--- config.mk ---
export PLATFORM = sky130hd
export DESIGN_NAME = mem_port_arbiter_flat
export DESIGN_NICKNAME = d
export VERILOG_FILES = /design/src/rtl/mem_port_arbiter_if.sv /design/src/rtl/mem_port_arbiter.sv /design/src/flat_wrapper.sv
export SDC_FILE = /design/constraint.sdc
export NUM_CORES = 1
export LEC_CHECK = 0
export ABC_AREA = 1
export CELL_PAD_IN_SITES_DETAIL_PLACEMENT = 1
export CELL_PAD_IN_SITES_GLOBAL_PLACEMENT = 2
export CORE_MARGIN = 2
export CORE_UTILIZATION = 22
export DETAILED_ROUTE_END_ITERATION = 10
export PLACE_DENSITY = 0.8
export SETUP_SLACK_MARGIN = 0.05
export SLEW_MARGIN = 10
export SYNTH_ARGS = -nofsm -noshare
export SYNTH_HDL_FRONTEND = slang
export SYNTH_SLANG_ARGS = --single-unit
--- constraint.sdc ---
create_clock -name Clk -period 1.6 [get_ports Clk]
set_input_delay 0.32 -clock Clk [delete_from_list [all_inputs] [get_ports Clk]]
set_output_delay 0.32 -clock Clk [all_outputs]
set_load 0.02 [all_outputs]
--- src/rtl/mem_port_arbiter_if.sv ---
// Bus bundle between the two requesters, the arbiter and the data memory.
//   r0_* / r1_* : requester handshakes (req/we/add/wdata in, ack/rdata out)
//   mem_*       : single-port word memory (add/write/wdata out, rdata in)
//   busy        : arbiter has an access in flight (GRANT or ACK)
// slave  : arbiter view
// master : requester + memory view (testbench / surrounding system)
interface mem_port_arbiter_if #(
  parameter int AW = 6,
  parameter int DW = 32
);
  logic          r0_req;
  logic          r0_we;
  logic [AW-1:0] r0_add;
  logic [DW-1:0] r0_wdata;
  logic          r0_ack;
  logic [DW-1:0] r0_rdata;

  logic          r1_req;
  logic          r1_we;
  logic [AW-1:0] r1_add;
  logic [DW-1:0] r1_wdata;
  logic          r1_ack;
  logic [DW-1:0] r1_rdata;

  logic [AW-1:0] mem_add;
  logic          mem_write;
  logic [DW-1:0] mem_wdata;
  logic [DW-1:0] mem_rdata;
  logic          busy;

  modport slave (
    input  r0_req, r0_we, r0_add, r0_wdata,
    input  r1_req, r1_we, r1_add, r1_wdata,
    input  mem_rdata,
    output r0_ack, r0_rdata, r1_ack, r1_rdata,
    output mem_add, mem_write, mem_wdata, busy
  );

  modport master (
    output r0_req, r0_we, r0_add, r0_wdata,
    output r1_req, r1_we, r1_add, r1_wdata,
    output mem_rdata,
    input  r0_ack, r0_rdata, r1_ack, r1_rdata,
    input  mem_add, mem_write, mem_wdata, busy
  );
endinterface

--- src/rtl/mem_port_arbiter.sv ---
// Two-requester round-robin arbiter/sequencer for the word-addressed data
// memory. Latches one request, drives the memory for one cycle (GRANT),
// captures read data and pulses the winner's ack for one cycle (ACK).
// Ports:
//   Clk   : clock, all state changes on rising edge
//   Rst_n : asynchronous active-low reset
//   bus   : mem_port_arbiter_if.slave (requester handshakes + memory port)
// Every output is a flop; no input reaches an output combinationally.
module mem_port_arbiter #(
  parameter int AW = 6,
  parameter int DW = 32
) (
  input  logic               Clk,
  input  logic               Rst_n,
  mem_port_arbiter_if.slave  bus
);

  localparam logic [1:0] IDLE  = 2'd0;
  localparam logic [1:0] GRANT = 2'd1;
  localparam logic [1:0] ACK   = 2'd2;

  // requester lanes packed so requester index selects directly
  logic [1:0]         req, we;
  logic [1:0][AW-1:0] add;
  logic [1:0][DW-1:0] wdata;
  logic [1:0]         ack;
  logic [1:0][DW-1:0] rdata;

  assign req   = {bus.r1_req,   bus.r0_req};
  assign we    = {bus.r1_we,    bus.r0_we};
  assign add   = {bus.r1_add,   bus.r0_add};
  assign wdata = {bus.r1_wdata, bus.r0_wdata};

  logic [1:0]    state;
  logic          ptr;   // tie-break winner while IDLE
  logic          sel;   // requester owning the current access
  logic [AW-1:0] mem_add;
  logic          mem_write;
  logic [DW-1:0] mem_wdata;
  logic          busy;

  assign bus.r0_ack    = ack[0];
  assign bus.r1_ack    = ack[1];
  assign bus.r0_rdata  = rdata[0];
  assign bus.r1_rdata  = rdata[1];
  assign bus.mem_add   = mem_add;
  assign bus.mem_write = mem_write;
  assign bus.mem_wdata = mem_wdata;
  assign bus.busy      = busy;

  // From IDLE the pointer breaks ties; from ACK only the other requester
  // may be picked, so the just-acked requester's req is ignored there.
  logic win, pick;
  assign win  = (req[0] & req[1]) ? ptr : req[1];
  assign pick = (state == ACK) ? ~sel : win;

  always_ff @(posedge Clk or negedge Rst_n) begin
    if (!Rst_n) begin
      state     <= IDLE;
      ptr       <= 1'b0;
      sel       <= 1'b0;
      mem_add   <= '0;
      mem_write <= 1'b0;
      mem_wdata <= '0;
      busy      <= 1'b0;
      ack       <= '0;
      rdata     <= '0;
    end else begin
      ack <= '0;
      case (state)
        IDLE: begin
          if (|req) begin
            sel       <= pick;
            mem_add   <= add[pick];
            mem_wdata <= wdata[pick];
            mem_write <= we[pick];
            busy      <= 1'b1;
            state     <= GRANT;
          end
        end
        GRANT: begin
          // memory commits the write on this same edge; rdata is pre-write
          rdata[sel] <= bus.mem_rdata;
          ack[sel]   <= 1'b1;
          mem_write  <= 1'b0;
          state      <= ACK;
        end
        ACK: begin
          ptr <= ~sel;
          if (req[pick]) begin
            sel       <= pick;
            mem_add   <= add[pick];
            mem_wdata <= wdata[pick];
            mem_write <= we[pick];
            state     <= GRANT;
          end else begin
            busy  <= 1'b0;
            state <= IDLE;
          end
        end
        default: begin
          mem_write <= 1'b0;
          busy      <= 1'b0;
          state     <= IDLE;
        end
      endcase
    end
  end

endmodule

--- src/flat_wrapper.sv ---
// flat-port wrapper written by rule: the top's interface ports become plain ports
module mem_port_arbiter_flat 
#(
  parameter int AW = 6,
  parameter int DW = 32
)
  (Clk, Rst_n, bus_r0_req, bus_r0_we, bus_r0_add, bus_r0_wdata, bus_r1_req, bus_r1_we, bus_r1_add, bus_r1_wdata, bus_mem_rdata, bus_r0_ack, bus_r0_rdata, bus_r1_ack, bus_r1_rdata, bus_mem_add, bus_mem_write, bus_mem_wdata, bus_busy);
  mem_port_arbiter_if #(.AW(AW), .DW(DW)) bus_i ();
  input  logic Clk;
  input  logic Rst_n;
  input wire logic [$bits(bus_i.r0_req)-1:0] bus_r0_req;
  input wire logic [$bits(bus_i.r0_we)-1:0] bus_r0_we;
  input wire logic [$bits(bus_i.r0_add)-1:0] bus_r0_add;
  input wire logic [$bits(bus_i.r0_wdata)-1:0] bus_r0_wdata;
  input wire logic [$bits(bus_i.r1_req)-1:0] bus_r1_req;
  input wire logic [$bits(bus_i.r1_we)-1:0] bus_r1_we;
  input wire logic [$bits(bus_i.r1_add)-1:0] bus_r1_add;
  input wire logic [$bits(bus_i.r1_wdata)-1:0] bus_r1_wdata;
  input wire logic [$bits(bus_i.mem_rdata)-1:0] bus_mem_rdata;
  output wire logic [$bits(bus_i.r0_ack)-1:0] bus_r0_ack;
  output wire logic [$bits(bus_i.r0_rdata)-1:0] bus_r0_rdata;
  output wire logic [$bits(bus_i.r1_ack)-1:0] bus_r1_ack;
  output wire logic [$bits(bus_i.r1_rdata)-1:0] bus_r1_rdata;
  output wire logic [$bits(bus_i.mem_add)-1:0] bus_mem_add;
  output wire logic [$bits(bus_i.mem_write)-1:0] bus_mem_write;
  output wire logic [$bits(bus_i.mem_wdata)-1:0] bus_mem_wdata;
  output wire logic [$bits(bus_i.busy)-1:0] bus_busy;
  assign bus_i.r0_req = bus_r0_req;
  assign bus_i.r0_we = bus_r0_we;
  assign bus_i.r0_add = bus_r0_add;
  assign bus_i.r0_wdata = bus_r0_wdata;
  assign bus_i.r1_req = bus_r1_req;
  assign bus_i.r1_we = bus_r1_we;
  assign bus_i.r1_add = bus_r1_add;
  assign bus_i.r1_wdata = bus_r1_wdata;
  assign bus_i.mem_rdata = bus_mem_rdata;
  assign bus_r0_ack = bus_i.r0_ack;
  assign bus_r0_rdata = bus_i.r0_rdata;
  assign bus_r1_ack = bus_i.r1_ack;
  assign bus_r1_rdata = bus_i.r1_rdata;
  assign bus_mem_add = bus_i.mem_add;
  assign bus_mem_write = bus_i.mem_write;
  assign bus_mem_wdata = bus_i.mem_wdata;
  assign bus_busy = bus_i.busy;
  mem_port_arbiter #(.AW(AW), .DW(DW)) u_core (.Clk(Clk), .Rst_n(Rst_n), .bus(bus_i));
endmodule
==> out/qor.yml, run 1 <==
synthesis:
  ys_seq_area_frac: 0.5803
  async_flop_share: 1.000
  ys.flop_type: "dfrtp_1"
  avgSynthCellArea_um2: 8.264
  netlist_top_cells_count: "229 x nand2_1, 110 x dfrtp_1, 80 x nand3_1"
  synth.most_common_cell: "nand2_1"
  syn_nets: 688
  yosys_warnings: 0
  synth_area_leaders: "dfrtp_1 58%, nand2_1 18%, nand3_1 8.4%, o21ai_0 6.4%, inv_1 2.9%"
  ys_ff_latch: 110
  synth_cell_types: 17
  synth_edf_count: 0
  synth_top_area_share: 0.5803
  syn_inst: 574
  synth_top_area_cell: "dfrtp_1"
  syn-cell-area_um2: 4743
pwr:
  intPower_w: 0.008422
  p_sw_frac: 0.4452
  combPwrFrac: 0.524
  p_leak_nw: 3.957
  power_switching_w: 0.006760
  pwr-share-clk: 0.157
  peakVddDrop_v: 0.0006024
  power_density_nw_per_um2: 1991
  seqPwrFrac: 0.319
clock_network:
  root_buffer: "clkbuf_16"
  worstSkewPairLatency_ps: 350
  htreeDepth: 3
  cts_tree: "yes"
  cts_made_buffers: 9
  clk_pin_slew_ps: 80
  cts.path.max_buffers: 2
  cts.sinks: 110
placed_design:
  place_area_um2: 7385
  place.gp.congestion: 0.7415
  port_buffers: 219
  hpwl_um: 12040
critical_path:
  path_class: "flip-flop to flip-flop"
  end_kind: "flip-flop"
  required_ps: 1890
  startpoint_type: "flip-flop"
  critical_path.cell_chain: "inv_2 -> nor2_4 -> nand2_4 -> nand3_2 -> nand3_4 -> nand2_4 -> buf_12 -> nand2_1 -> nand2_1"
  crit_path_max_incr_delay_ps: 410
  reg2reg_depth: 9
  worstPathArrival_ps: 1740
  crit_fanout: 23
  cpMaxStageDelayCell: "dfrtp_2"
  crit_start: "u_core.state[1]"
  r2r_start: "u_core.state[1]"
global_route:
  gr-total-overflow: 0
  grt_first_pass_wirelength_um: 25500
  antenna_found_initial: 0
  grt_pass1_vias: 4790
  grt_max_degree: 77
  grt_util_all_layers: 0.1443
floorplan:
  rows: 53
  chipWidth_um: 150.8
  dieHeight_um: 150.8
  ios: 220
  fp.dieArea_um2: 22750
  coreArea_um2: 21090
  initial_core_util: 0.2249
drt:
  vias: 4567
  drtIter0Drc: 126
  route.detailed.drc: 0
  vias_per_cell: 4.248
  first_pass_iters: 4
  routed_wl_um: 16420
  antenna_left: 0
  routedWlPerCell_um: 15.27
timing:
  grt_setup_unrepaired: "false"
  fin_tns_setup_ps: 0
  fmax_ghz: 0.6908
  setup_viol: 0
  min_period_ps: 1448
  timing.hold.ws_ps: 482.0
  hold_violations: 0
  slew_headroom: 0.6948
  slew_violations: 0
  fin_crit_sh: 0.9048
  worst_pin_slew_ps: 457.7
  finClkSkew_ps: 9.428
outcome:
  status: "completed"
cells_and_area:
  area_delta_synth_final_pct: 60.72
  stdcell_area_um2: 7624
  antenna_cells: 0
  nNetsFinal: 910
  drive_above_1_share: 0.07625
flow_run:
  cap_violations: 0
hold_path:
  min_path_type: "flip-flop to flip-flop"
  whs_path_depth: 2
  worstHoldStart: "u_core.bus.r1_rdata[17]"
[kinds of logic after synthesis]
kind of cell	count (synthesis)	synth area share
buffers and inverters	78	0.06674
and+or+nand+nor	319	0.2817
DFF	110	0.5803
AOI/OAI and AO/OA	67	0.07122
[final timing paths]
kind	to	slack, ps
max reg2reg	u_core.bus.mem_wdata[17]	150
max in group asynchronous	u_core.bus.mem_wdata[16]	660
min in group asynchronous	u_core.bus.r1_rdata[17]	560
min reg2reg	u_core.bus.r1_rdata[17]	480
min	u_core.bus.r1_rdata[17]	480
max	u_core.bus.mem_wdata[17]	150
[repair_timing]
item                                    CTS  global route
gates resized for setup                 106             8
hold buffers                              1             0
setup buffers                             1             2
endpoints found under the setup margin  107            49
pin swaps                                 0             1
endpoints found under the hold margin     7             0
[power groups by stage]
stage	Sequential (W)	Combinational (W)	Clock, W
after floorplan	0.00648	0.00292	0
after global placement	0.00490	0.00882	0
after detailed placement	0.00495	0.00892	0
after CTS	0.00486	0.00806	0.00249
after global routing	0.00502	0.00889	0.00260
final	0.00484	0.00796	0.00239
[metrics by stage]
stage,cells,setup slack [ps],util,total power [W]
floorplan,574,301.3,-,0.009401
global placement,1056,-157.7,0.3502,0.01372
global route,1075,49.21,0.3615,0.01651
CTS,1073,52.20,0.3593,0.01541
finish,1075,152.3,0.3615,0.01518
detailed placement,1056,-187.3,0.3502,0.01387
[state kept, by name, indices dropped and copies added, names as in the netlist]
signal                cells
u_core.ack                2
u_core.bus.busy           1
u_core.bus.mem_add        6
u_core.bus.mem_wdata     32
u_core.bus.mem_write      1
u_core.bus.r0_rdata      32
u_core.bus.r1_rdata      32
u_core.ptr                1
u_core.sel                1
u_core.state              2
[per-layer routing]
layer / up-vias / share of wire / GRT usage
li1: 2254 / - / -
met1: 2132 / 0.45 / 0.1832
met2: 167 / 0.45 / 0.2334
met3: 14 / 0.095 / 0.04910
met4: 0 / 0.012 / 0.04252
met5: - / 0 / 0
[layout make-up]
cell class                 count  area, um2
sequential                   110       2755
multi-input combinational    386       1708
fill                        2541      13460
clock buffer                  10      239.0
inverter                      42      157.7
timing repair buffer         247       2352
tap                          275      344.1
clock inverter                 5      67.56
[worst max-delay path, delay by kind of cell, from the launching register on]
kind / cells / cell delay [ps]
flops: 1 / 410
buf+inv: 2 / 230
simple gates: 7 / 740
[cell usage in the layout (no fill, tap or decap), types with 3 or more instances in the layout]
| cell | instances |
|---|---|
| clkbuf_16 | 9 |
| inv_2 | 5 |
| dfrtp_1 | 108 |
| o21ai_1 | 4 |
| inv_1 | 37 |
| nor2_2 | 3 |
| clkdlybuf4s50_1 | 112 |
| dlygate4sd2_1 | 106 |
| buf_4 | 20 |
| buf_12 | 6 |
| nand3_2 | 3 |
| nand2_1 | 229 |
| nand3_1 | 79 |
| o21ai_0 | 61 |
(Power assumes the default switching activity.)
==> inputs of run 2 (changes only) <==
--- a/config.mk
+++ b/config.mk
@@ -12,8 +12,9 @@
 export CORE_UTILIZATION = 22
 export DETAILED_ROUTE_END_ITERATION = 10
 export PLACE_DENSITY = 0.8
+export REMOVE_ABC_BUFFERS = 1
 export SETUP_SLACK_MARGIN = 0.05
-export SLEW_MARGIN = 10
+export SLEW_MARGIN = 20
 export SYNTH_ARGS = -nofsm -noshare
 export SYNTH_HDL_FRONTEND = slang
 export SYNTH_SLANG_ARGS = --single-unit
==> run 2 against run 1 <==
  * Critical path depth is 1 lower
  * Critical endpoint is now u_core.bus.mem_wdata[10]
  * Sequential share of layout area is 1.1 points lower
  * Die area stayed put
  * Worst setup slack worse by 41 ps
  * Critical path type unchanged
  * Global-route usage is 0.20 points higher
  * Non-clock buffer count is 8 higher
  * Largest power group unchanged
  * Hold slack worse by 28 ps
  * Register-to-register slack worse by 40 ps
  * Utilization is 1.2 points higher
==> out/qor.yml, run 2 (synthesized netlist as in run 1, its figures left out) <==
timing:
  fin_crit_sh: 0.9305
  grt_setup_unrepaired: "true"
  timing.hold.ws_ps: 454.1
  setup_viol: 0
  finClkSkew_ps: 11.57
  min_period_ps: 1489
  slew_violations: 0
  slew_headroom: 0.7191
  hold_violations: 0
  worst_pin_slew_ps: 421.3
  fmax_ghz: 0.6717
placed_design:
  placed_cells: 1058
  place.gp.congestion: 0.7388
  port_buffers: 219
  hpwl_um: 12110
clock_network:
  cts_made_buffers: 9
  htreeDepth: 3
  root_buffer: "clkbuf_16"
  cts_tree: "yes"
  cts.path.max_buffers: 2
  worstSkewPairLatency_ps: 350
  clk_pin_slew_ps: 80
  cts.sinks: 110
floorplan:
  coreArea_um2: 21090
  fp.dieArea_um2: 22750
  rows: 53
  chipWidth_um: 150.8
  ios: 220
  dieHeight_um: 150.8
  initial_core_util: 0.2249
critical_path:
  r2r_start: "u_core.state[1]"
  end_kind: "flip-flop"
  crit_fanout: 40
  path_class: "flip-flop to flip-flop"
  startpoint_type: "flip-flop"
  crit_start: "u_core.state[1]"
  required_ps: 1830
  worstPathArrival_ps: 1720
global_route:
  grt_util_all_layers: 0.1463
  grt_first_pass_wirelength_um: 26010
  gr-total-overflow: 0
  antenna_found_initial: 0
  grt_max_degree: 65
  grt_pass1_vias: 4914
cells_and_area:
  antenna_cells: 0
  final_cell_mix: "227 x nand2_1, 112 x clkdlybuf4s50_1, 109 x dfrtp_1"
  nNetsFinal: 918
  mostFrequentLayoutCell: "nand2_1"
  area_delta_synth_final_pct: 65.89
  drive_above_1_share: 0.08653
  layout.cells.non_filler: 1084
drt:
  routed_wl_um: 17900
  drtIter0Drc: 122
  vias_per_cell: 4.282
  antenna_left: 0
  vias: 4642
  routedWlPerCell_um: 16.51
  route.detailed.drc: 0
  first_pass_iters: 4
pwr:
  power_density_nw_per_um2: 1996
  fin_total_pwr_w: 0.01570
  peakVddDrop_v: 0.0006488
  p_leak_nw: 4.077
hold_path:
  min_path_type: "input pin to asynchronous set/reset pin"
flow_run:
  cap_violations: 0
outcome:
  status: "completed"
[run 2: cell count changes in the layout (fill, tap and decap cells not counted), sizes merged]
cell      previous run  this run
clkinv               0         3
clkinvlp             2         0
buf                 28        31
clkbuf              10        16
bufinv               1         0
[run 2: critical path, cell delays in order (launching register included)]
cell     delay (ps)
dfrtp_2         410
inv_2            60
nor2_4          190
nand2_4         110
nand3_4         120
nand3_4         110
buf_12          200
nand3_1          90
nand2_1          60
[run 2: final timing paths]
check / slack, ps / cells past startpoint / end
max in group asynchronous: 590 / 3 / u_core.bus.r1_rdata[7]
min reg2reg: 470 / 2 / u_core.bus.mem_write
max: 110 / 8 / u_core.bus.mem_wdata[10]
min: 450 / 2 / u_core.bus.r1_rdata[2]
min in group Clk: 470 / 2 / u_core.bus.mem_write
max reg2reg: 110 / 8 / u_core.bus.mem_wdata[10]
[run 2: repair_timing]
| item | in CTS | in global routing |
|---|---|---|
| buffers inserted | 0 | 2 |
| pin swaps | 0 | 2 |
| cloned | 0 | 7 |
| hold buffers | 1 | 0 |
| gates resized for setup | 106 | 15 |
| setup endpoints to repair | 106 | 89 |
| hold endpoints to repair | 23 | 0 |
[run 2: layout make-up]
type / count / area, um2
Inverter: 42 / 160.2
Multi-Input combinational cell: 386 / 1747
Tap cell: 275 / 344.1
Clock inverter: 5 / 42.54
Sequential cell: 110 / 2754
Clock buffer: 11 / 242.7
Timing Repair Buffer: 255 / 2579
Fill cell: 2520 / 13220
[run 2: metal layers]
layer,vias up,global-route usage,share of wire
li1,2280,-,-
met4,0,0.03084,0.0050
met5,-,0,0
met2,182,0.2325,0.46
met1,2174,0.1837,0.43
met3,6,0.06657,0.10
[run 2: stage by stage]
stage          worst slack, ps  setup TNS (ps)  area (um2)  utilization
4_1_cts                  51.52               0        7637       0.3622
2_1_floorplan            -1191          -49270        4584            -
6_report                 111.2               0        7869       0.3731
5_1_grt                 0.5284               0        7869       0.3731
3_5_place_dp            -184.7           -6744        7475       0.3545
3_3_place_gp            -169.0           -4333        7475       0.3545
[run 2: power breakdown]
group	switching, W	internal (W)
registers	0.000695	0.00416
logic	0.00528	0.00337
clock network	0.00107	0.00112
==> inputs of run 3 (changes only) <==
--- a/config.mk
+++ b/config.mk
@@ -8,7 +8,6 @@
 export ABC_AREA = 1
 export CELL_PAD_IN_SITES_DETAIL_PLACEMENT = 1
 export CELL_PAD_IN_SITES_GLOBAL_PLACEMENT = 2
-export CORE_MARGIN = 2
 export CORE_UTILIZATION = 22
 export DETAILED_ROUTE_END_ITERATION = 10
 export PLACE_DENSITY = 0.8
==> run 3 against run 2 <==
  * Clock-buffer cell count decreased by 1
  * Utilization is 0.41 points lower
  * Clock power rose by 7%
==> out/qor.yml, run 3 (synthesized netlist as in run 1, its figures left out) <==
outcome:
  status: "completed"
timing:
  fmax_ghz: 0.6561
  worst_pin_slew_ps: 473.7
  min_period_ps: 1524
  finClkSkew_ps: 9.919
  fin_crit_sh: 0.9526
  slew_headroom: 0.6842
  slew_violations: 0
  fin_ws_ps: 75.90
  hold_violations: 0
  setup_viol: 0
  grt_setup_unrepaired: "true"
pwr:
  peakVddDrop_v: 0.0005611
  power_density_nw_per_um2: 2013
  p_leak_nw: 4.030
floorplan:
  rows: 53
  chipWidth_um: 148.8
  coreArea_um2: 21090
  dieHeight_um: 148.8
  initial_core_util: 0.2249
  fp.dieArea_um2: 22150
  ios: 220
placed_design:
  pre_cts_slack_ps: -171.0
  hpwl_um: 11620
  place_area_um2: 7380
  port_buffers: 219
  place.gp.congestion: 0.7586
drt:
  routedWlPerCell_um: 15.67
  first_pass_iters: 4
  route.detailed.drc: 0
  vias_per_cell: 4.233
  vias: 4551
  drtIter0Drc: 116
  antenna_left: 0
  routed_wl_um: 16840
clock_network:
  clk_pin_slew_ps: 80
  cts.sinks: 110
  htreeDepth: 3
  cts_made_buffers: 9
  cts_tree: "yes"
  cts.path.max_buffers: 2
  root_buffer: "clkbuf_16"
  worstSkewPairLatency_ps: 350
critical_path:
  startpoint_type: "flip-flop"
  crit_path_max_incr_delay_ps: 420
  r2r_start: "u_core.state[1]"
  required_ps: 1840
  end_kind: "flip-flop"
  rrSetupSlack_ps: 80
  cpMaxStageDelayCell: "dfrtp_2"
  crit_family: "simple AND/OR/NAND/NOR gates"
  crit_fanout: 7
  critPathBufInv: 3
  worstPathArrival_ps: 1770
  path_class: "flip-flop to flip-flop"
  crit_start: "u_core.state[1]"
  critical_path.cell_chain: "inv_2 -> nor2_4 -> buf_6 -> nand3_4 -> nand3_4 -> nand2_8 -> clkbuf_16 -> nand2_1 -> nand2_1"
global_route:
  antenna_found_initial: 0
  grt_util_all_layers: 0.1495
  gr-total-overflow: 0
  grt_first_pass_wirelength_um: 25720
  grt_max_degree: 82
  grt_pass1_vias: 4693
cells_and_area:
  area_delta_synth_final_pct: 64.07
  nNetsFinal: 909
  finish.utilization: 0.3691
  mostFrequentLayoutCell: "nand2_1"
  stdcell_area_um2: 7782
  final_cell_mix: "217 x nand2_1, 112 x clkdlybuf4s50_1, 108 x dfrtp_1"
  drive_above_1_share: 0.09125
  antenna_cells: 0
hold_path:
  min_path_type: "flip-flop to flip-flop"
  worstHoldStart: "u_core.bus.r0_rdata[9]"
flow_run:
  cap_violations: 0
==> run 3: final cells by class <==
class	instances	area (um2)
clock inverters	6	78.83
flip-flops and latches	110	2755
fillers	2513	13310
multi-input cells	386	1782
well taps	275	344.1
repair buffers	246	2434
inverters	42	160.2
clock buffers	10	229.0
==> run 3: report_power, final <==
| part | internal, W | switching [W] |
|---|---|---|
| clock network | 0.00125 | 0.00109 |
| logic | 0.00325 | 0.00523 |
| registers | 0.00416 | 0.000681 |
==> run 3: layer usage <==
| metal | share of wire | track usage | vias to the layer above |
|---|---|---|---|
| met4 | 0.0077 | 0.03214 | 0 |
| met2 | 0.45 | 0.2306 | 189 |
| met1 | 0.44 | 0.1968 | 2101 |
| met3 | 0.097 | 0.05841 | 8 |
| met5 | 0 | 0 | - |
| li1 | - | - | 2253 |
==> run 3: worst paths after layout <==
kind / end / cells past startpoint
setup / recovery: u_core.bus.mem_add[3] / 9
hold / removal: u_core.bus.r0_rdata[9] / 2
setup reg to reg: u_core.bus.mem_add[3] / 9
hold reg to reg: u_core.bus.r0_rdata[9] / 2
max in group asynchronous: u_core.state[0] / 3
min in group asynchronous: u_core.bus.r1_rdata[15] / 3
==> run 3: repair_timing <==
item                                   in CTS  in global routing
setup buffers                               0                  2
setup endpoints to repair                 113                 61
cloned                                      0                  4
hold buffers                                1                  0
pin swaps                                   0                  2
endpoints found under the hold margin      16                  0
gates resized for setup                   107                 33
==> run 3: worst register-to-register path, stage by stage, from the launching register on <==
cell       delay (ps)
dfrtp_2           420
inv_2              60
nor2_4            120
buf_6             140
nand3_4            80
nand3_4           170
nand2_8           110
clkbuf_16         200
nand2_1            70
nand2_1            50
==> run 3: stage by stage <==
stage	total power, W	setup TNS (ps)	instances	hold slack, ps
5_1_grt	0.01701	-23.37	1075	505.2
3_3_place_gp	0.01372	-3949	1052	375.6
6_report	0.01566	0	1075	482.0
4_1_cts	0.01536	0	1069	485.6
3_5_place_dp	0.01387	-6176	1052	378.3
2_1_floorplan	0.009146	-49270	538	24.41
